<file path="config.mk">
export PLATFORM = sky130hd
export DESIGN_NAME = uart_rx_ctrl
export DESIGN_NICKNAME = d
export VERILOG_FILES = /design/src/rtl/uart_rx_ctrl.sv
export SDC_FILE = /design/constraint.sdc
export NUM_CORES = 1
export LEC_CHECK = 0
export BUFFER_PORTS_ARGS = -buffer_cell sky130_fd_sc_hd__buf_2
export CORE_MARGIN = 3
export CORE_UTILIZATION = 58
export DETAILED_ROUTE_END_ITERATION = 16
export PLACE_DENSITY = 0.83
export SYNTH_ARGS = -nofsm -noshare
export SYNTH_HDL_FRONTEND = slang
export SYNTH_SLANG_ARGS = --single-unit
export TNS_END_PERCENT = 50
</file>
<file path="constraint.sdc">
create_clock -name clk -period 5.72 [get_ports clk]
set_input_delay 1.144 -clock clk [delete_from_list [all_inputs] [get_ports clk]]
set_output_delay 1.144 -clock clk [all_outputs]
set_load 0.05 [all_outputs]
</file>
<file path="src/rtl/uart_rx_ctrl.sv">
// uart_rx_ctrl: UART receive sequencer driving an external 8-bit SIPO shift register.
// Synchronises rx_in, qualifies the start bit at mid-bit using 16x oversampling,
// strobes each data bit into the SIPO, checks the stop bit and holds the completed
// byte behind a valid/read handshake with sticky overrun.
// Optional feature: define UART_RX_PARITY_EN to add one even-parity bit (8E1);
// a parity mismatch is reported as a frame error and the byte is discarded.
module uart_rx_ctrl #(
  parameter int TICK_DIV = 27
) (
  input  logic       clk,
  input  logic       reset,
  input  logic       rx_in,
  input  logic [7:0] sipo_data,
  output logic       sipo_din,
  output logic       sipo_shift,
  output logic [7:0] rx_data,
  output logic       rx_valid,
  input  logic       rx_rd,
  output logic       rx_busy,
  output logic       frame_err,
  output logic       rx_overrun
);

  localparam int CNT_W = (TICK_DIV > 2) ? $clog2(TICK_DIV) : 1;

  typedef enum logic [2:0] {
    IDLE   = 3'd0,
    START  = 3'd1,
    DATA   = 3'd2,
    PARITY = 3'd3,
    STOP   = 3'd4
  } state_t;

  state_t           state_q, state_d;
  logic             sync1_q, rxs_q;
  logic [CNT_W-1:0] tick_cnt_q, tick_cnt_d;
  logic [3:0]       phase_q, phase_d;
  logic [2:0]       bit_idx_q, bit_idx_d;
  logic             sipo_din_q, sipo_din_d;
  logic             sipo_shift_q, sipo_shift_d;
  logic [7:0]       rx_data_q, rx_data_d;
  logic             rx_valid_q, rx_valid_d;
  logic             overrun_q, overrun_d;
  logic             frame_err_q, frame_err_d;
  logic             tick;
  logic             mid_sample;
  logic             stop_good;
`ifdef UART_RX_PARITY_EN
  logic             parity_err_q, parity_err_d;
`endif

  assign tick       = (tick_cnt_q == CNT_W'(TICK_DIV - 1));
  assign mid_sample = tick && (phase_q == 4'd15);

`ifdef UART_RX_PARITY_EN
  assign stop_good  = rxs_q && !parity_err_q;
`else
  assign stop_good  = rxs_q;
`endif

  // Two-flop synchroniser for the asynchronous line; resets to the idle level
  always_ff @(posedge clk or negedge reset) begin
    if (!reset) begin
      sync1_q <= 1'b1;
      rxs_q   <= 1'b1;
    end else begin
      sync1_q <= rx_in;
      rxs_q   <= sync1_q;
    end
  end

  // Receive state, counters and registered outputs
  always_ff @(posedge clk or negedge reset) begin
    if (!reset) begin
      state_q      <= IDLE;
      tick_cnt_q   <= '0;
      phase_q      <= 4'd0;
      bit_idx_q    <= 3'd0;
      sipo_din_q   <= 1'b1;
      sipo_shift_q <= 1'b0;
      rx_data_q    <= 8'h00;
      rx_valid_q   <= 1'b0;
      overrun_q    <= 1'b0;
      frame_err_q  <= 1'b0;
`ifdef UART_RX_PARITY_EN
      parity_err_q <= 1'b0;
`endif
    end else begin
      state_q      <= state_d;
      tick_cnt_q   <= tick_cnt_d;
      phase_q      <= phase_d;
      bit_idx_q    <= bit_idx_d;
      sipo_din_q   <= sipo_din_d;
      sipo_shift_q <= sipo_shift_d;
      rx_data_q    <= rx_data_d;
      rx_valid_q   <= rx_valid_d;
      overrun_q    <= overrun_d;
      frame_err_q  <= frame_err_d;
`ifdef UART_RX_PARITY_EN
      parity_err_q <= parity_err_d;
`endif
    end
  end

  // Next-state logic: frame sequencing, mid-bit sampling and the read handshake
  always_comb begin
    state_d      = state_q;
    tick_cnt_d   = tick ? '0 : tick_cnt_q + 1'b1;
    phase_d      = tick ? phase_q + 4'd1 : phase_q;
    bit_idx_d    = bit_idx_q;
    sipo_din_d   = sipo_din_q;
    sipo_shift_d = 1'b0;
    frame_err_d  = 1'b0;
    rx_data_d    = rx_data_q;
    rx_valid_d   = rx_rd ? 1'b0 : rx_valid_q;
    overrun_d    = rx_rd ? 1'b0 : overrun_q;
`ifdef UART_RX_PARITY_EN
    parity_err_d = parity_err_q;
`endif

    case (state_q)
      IDLE: begin
        if (!rxs_q) begin
          tick_cnt_d = '0;
          phase_d    = 4'd0;
          bit_idx_d  = 3'd0;
          state_d    = START;
        end
      end
      START: begin
        if (tick && (phase_q == 4'd7)) begin
          if (!rxs_q) begin
            phase_d = 4'd0;
            state_d = DATA;
          end else begin
            state_d = IDLE;
          end
        end
      end
      DATA: begin
        if (mid_sample) begin
          sipo_din_d   = rxs_q;
          sipo_shift_d = 1'b1;
          bit_idx_d    = bit_idx_q + 3'd1;
          if (bit_idx_q == 3'd7) begin
`ifdef UART_RX_PARITY_EN
            state_d = PARITY;
`else
            state_d = STOP;
`endif
          end
        end
      end
`ifdef UART_RX_PARITY_EN
      PARITY: begin
        if (mid_sample) begin
          parity_err_d = (^sipo_data) ^ rxs_q;
          state_d      = STOP;
        end
      end
`endif
      STOP: begin
        if (mid_sample) begin
          if (stop_good) begin
            rx_data_d  = sipo_data;
            rx_valid_d = 1'b1;
            if (rx_valid_q && !rx_rd) begin
              overrun_d = 1'b1;
            end
          end else begin
            frame_err_d = 1'b1;
          end
          state_d = IDLE;
        end
      end
      default: begin
        state_d = IDLE;
      end
    endcase
  end

  assign sipo_din   = sipo_din_q;
  assign sipo_shift = sipo_shift_q;
  assign rx_data    = rx_data_q;
  assign rx_valid   = rx_valid_q;
  assign rx_overrun = overrun_q;
  assign frame_err  = frame_err_q;
  assign rx_busy    = (state_q != IDLE);

endmodule
</file>
# Yosys cells after proc, flatten, opt, wreduce, memory -nomap -nowiden
# Index checks and enable logic that the tools add are counted.
word_totals:
  ff_bits: 30
  input_bits: 12
  out_inout_bits: 14
  elab_cells: 69
op_classes:
  addsub: 3
  n_eq_ne: 12
  mux: 31
  reduce_logical: 11
op_table:
  columns: ["op", "count"]
  rows:
  - ["$mux W3", 7]
  - ["$mux W5", 3]
  - ["$mux W1", 14]
  - ["$mux W4", 3]
  - ["$pmux W3 S4", 1]
  - ["$ne A2 B2 Y1 const B", 5]
  - ["$pmux W4 S2", 1]
  - ["$eq A3 B3 Y1 const B", 2]
  - ["$pmux W3 S2", 1]
  - ["$reduce_and A3 Y1", 2]
  - ["$add A5 B1 Y5 const B", 1]
  - ["$eq A5 B5 Y1 const B", 1]
  - ["$reduce_and A5 Y1", 1]
  - ["$add A4 B1 Y4 const B", 1]
  - ["$eq A4 B3 Y1 const B", 1]
  - ["$eq A4 B4 Y1 const B", 1]
  - ["$add A3 B1 Y3 const B", 1]
  - ["$eq A3 B1 Y1 const B", 1]
  - ["$eq A3 B2 Y1 const B", 1]
  - ["$logic_and A1 B1 Y1", 3]
  - ["$logic_not A3 Y1", 1]
  - ["$reduce_bool A3 Y1", 1]
  - ["$mux W2", 1]
  - ["$reduce_and A2 Y1", 1]
  - ["other kinds (2)", 2]

# Logic depth before layout (Yosys ltp)
depth:
  depth_word: 6
  depth_mapped: 6
  depth_no_buf: 5

# Least setup slack after synthesis
# Ideal clock, no wire load.
synth_path:
  path_kind: "register to output"
  startpoint: "register state_q[0]"
  endpoint: "output port rx_busy"
  arrival_ps: 1113
  t_required_ps: 4576
  path_slack_ps: 3463
  stages_incl_launch_ff: 3
  path_buffers: 1
  cell_sequence: "dfrtp_1 buf_6 or3_2"
synth_via:
  elab_chain_len: 1
synth_rtl:
  columns: ["item", "line_no", "text"]
  rows:
  - ["start: declaration", "34", "state_t state_q, state_d;"]
  - ["start signal: assignment", "89", "state_q <= state_d;"]
  - ["$reduce_bool A3 Y1", "188", "assign rx_busy = (state_q != IDLE);"]
  - ["end: declaration", "19", "output logic rx_busy,"]
# No other way between the ends.

# Final worst setup path
# Ends and elaborated chain as after synthesis.

==> impl_results.md <==
* Cts repair resizes at 0
* 1st-pass router iterations at 4
* Clk network pwr share at between 40% and 50%
* Detail Route Antenna Nets at 0
* Post-synth EDFFs at 0
* Synth Flop Type: dfrtp_1
* Number of diodes at 0
* Gate Count Post-Synth at approximately 120
* Relative slew slack at about 57%
* Switching pwr at 0.0924 mW
* Fill cell count at 173
* RSZ-0062 raised after global routing: false
* # DRC at 0
* Post-CTS Hold Buffers at 0
* Worst vdd ir at 0.000228 V
* Share of layout cells above drive strength 1 at around 34%
* MaxCap Viol Count at 0
* Drt via density at 5.67
* DRT iter0 DRCs at 12
* Die extent in y at 55.1 um
* CP startpoint kind: flip-flop
* FF+latch count, synth at 30
* Met3 Track Usage GR at between 6 and 7%
* Setup violators final at 0
* Part of the power in combinational logic at between 5 and 6%
* Num ports at 26
* Wire length per cell at approximately 15 um
* P_int at ~0.37 mW
* Die width at between 50 and 60 um
* H-tree levels at 2
* Worst setup margin at approximately 3000 ps
* Setup Skew at roughly 6.6 ps
* Initial Utilization at between 60% and 70%
* Vias in the first global route at ~900
* RePlAce Congestion at 0.847
* Post-synth cell types at 34
* Met2 usage at around a third
* Sequential share of the synthesized area at about 54%
* Inserted Clock Buffers at 5
* Async SR Flop Fraction at 100%
* Final Hold Viols at 0
* Grt ovf at 0
* # nets final at 160
* Net Sw Frac at 19.9%
* Max Clk Rate at between 300 and 400 MHz
* Synthesized Nets at 133
* Worst slew pin tran at 643 ps
* Worst min-delay path class: flip-flop to flip-flop
* Post-CTS Setup Inserts at 0
* Crit path capture type: primary output
* Synthesis warning total at 0
* Met1 Use GR at 23.8%
* Core area at roughly 0.0023 mm^2
* CTS clk-pin slew, worst paths at roughly 100 ps
* Post-synthesis area per instance at about 12 um^2
* Vias at 975
* WP data required at between 4000 and 5000 ps
* Register-to-register setup slack at about 3200 ps
* Final WL at ~2500 um
* Place WS at ~3200 ps
* Register share of total power at about 47%
* Tcrit/Tclk final at between 40% and 50%
* Final Max Tran Viols at 0
* Die footprint at 0.00303 mm^2
* CTS tree: yes
* Critical Path Fanout Max at 10
* Port-buffer cells at 25
* Post-layout min period at around 2700 ps
* Cell row count at 17
* Initial antenna violation count at 0
* Clk sinks at 30
* Leak pwr at slightly below 0.8 nW
* Total GRT Usage at approximately a fifth
* Detailed placement HPWL at 1830 um
* Status: complete, no violations
* Area growth from synthesis to layout at 16.9%
* PwrDens at between 200 and 300 mW/mm^2
* CTS Root Cell: clkbuf_4
* Clk_lat worst skew at between 300 and 400 ps
* Fin Setup TNS at 0 ps
* Maximum clock path buffer count at 2
* Data arrival, critical path at about 1600 ps
* Cell Area, Synth at about 0.0014 mm^2
* Top Usage Layer GRT: met2
* Utilization after layout at 72.4%
* Largest net degree at the start of global routing at 31
* First-pass GRT wire length at 4120 um
* Worst Path Class, Setup: flip-flop to primary output
==> placed cells by master, fill, tap and decap left out, drive strengths merged <==
cell / count
or3: 2
inv: 8
a2111o: 1
dfstp: 3
dfrtp: 27
nor4b: 1
o22ai: 1
clkbuf: 6
nand3: 6
or3b: 1
nand2b: 2
and4b: 1
mux2: 9
or4b: 1
bufinv: 2
mux2i: 4
or4: 6
a311o: 1
xnor2: 2
nor3: 4
o21ai: 2
o311ai: 1
nand4b: 1
nor4: 1
ha: 5
nand2: 7
buf: 25
nor2: 8
a21oi: 3
o211ai: 1
xor2: 2
==> synthesized netlist by cell type, drive strengths merged, types with 3 or more instances <==
cell type  number  area (um^2)
a21oi           3         15.0
nand2           7         26.3
nor3            4         20.0
ha              5         62.6
buf             3         27.5
inv             8         30.0
nor2            8         30.0
dfrtp          27          676
mux2            9          131
dfstp           3         78.8
nand3           6         30.0
mux2i           4         40.0
or4             6         46.3
==> cell type report <==
type / count / area [um^2] / share of cell area (%)
Clock buffer: 6 / 51.3 / 3.14
Timing Repair Buffer: 25 / 125 / 7.66
Multi-Input combinational cell: 73 / 577 / 35.3
Tap cell: 28 / 35.0 / 2.15
Inverter: 8 / 30.0 / 1.84
Sequential cell: 30 / 754 / 46.2
Clock inverter: 2 / 60.1 / 3.68
==> logic make-up (layout without fill, tap and decap cells) <==
group | count (synthesis) | in the layout | share of synthesized area, %
AOI/OAI and AO/OA | 10 | 10 | 5.02
and+or+nand+nor | 41 | 41 | 17.0
xor gates and xnor gates | 4 | 4 | 2.51
muxes | 13 | 13 | 12.3
buffers and inverters | 13 | 41 | 4.66
DFF | 30 | 30 | 54.0
adders and majority gates | 5 | 5 | 4.48
==> final timing paths <==
| path | startpoint | endpoint | cells past startpoint |
|---|---|---|---|
| min reg2reg | sync1_q | rxs_q | 0 |
| max | state_q[0] | rx_busy | 2 |
| max in group asynchronous | reset | rx_data[7] | 1 |
| min in group asynchronous | reset | state_q[0] | 1 |
| max reg2reg | tick_cnt_q[0] | rx_data[4] | 5 |
| min | sync1_q | rxs_q | 0 |
==> layer usage <==
metal | vias to the layer above | wire length, um
li1 | 465 | -
met1 | 478 | 1050
met2 | 28 | 1320
met3 | 4 | 118
met4 | 0 | 35
met5 | - | 0
==> power groups by stage <==
stage                     Sequential, mW  Combinational, mW  Clock (mW)
after floorplan                    0.233            0.00492           0
after global placement             0.222             0.0260           0
final                              0.219             0.0261       0.221
after detailed placement           0.223             0.0268           0
after CTS                          0.219             0.0267       0.223
after global routing               0.219             0.0282       0.235
==> registers in the layout (all words and copies together) (netlist names) <==
name,count
sipo_shift,1
rx_data,8
sipo_din,1
bit_idx_q,3
phase_q,4
frame_err,1
tick_cnt_q,5
rx_valid,1
state_q,3
rx_overrun,1
rxs_q,1
sync1_q,1
==> stage by stage <==
step	cells	area, um^2	power, mW	hold WS [ps]
after floorplan	116	1400	0.237	345
after global placement	164	1520	0.248	346
after detailed placement	164	1520	0.249	347
after CTS	172	1630	0.468	361
after global routing	172	1630	0.482	365
final	172	1630	0.465	361
==> critical path: stages, from the launching register on <==
cell and delay [ps]:
dfrtp_1 490, or3_2 530, buf_2 230
(Power assumes the default switching activity.)
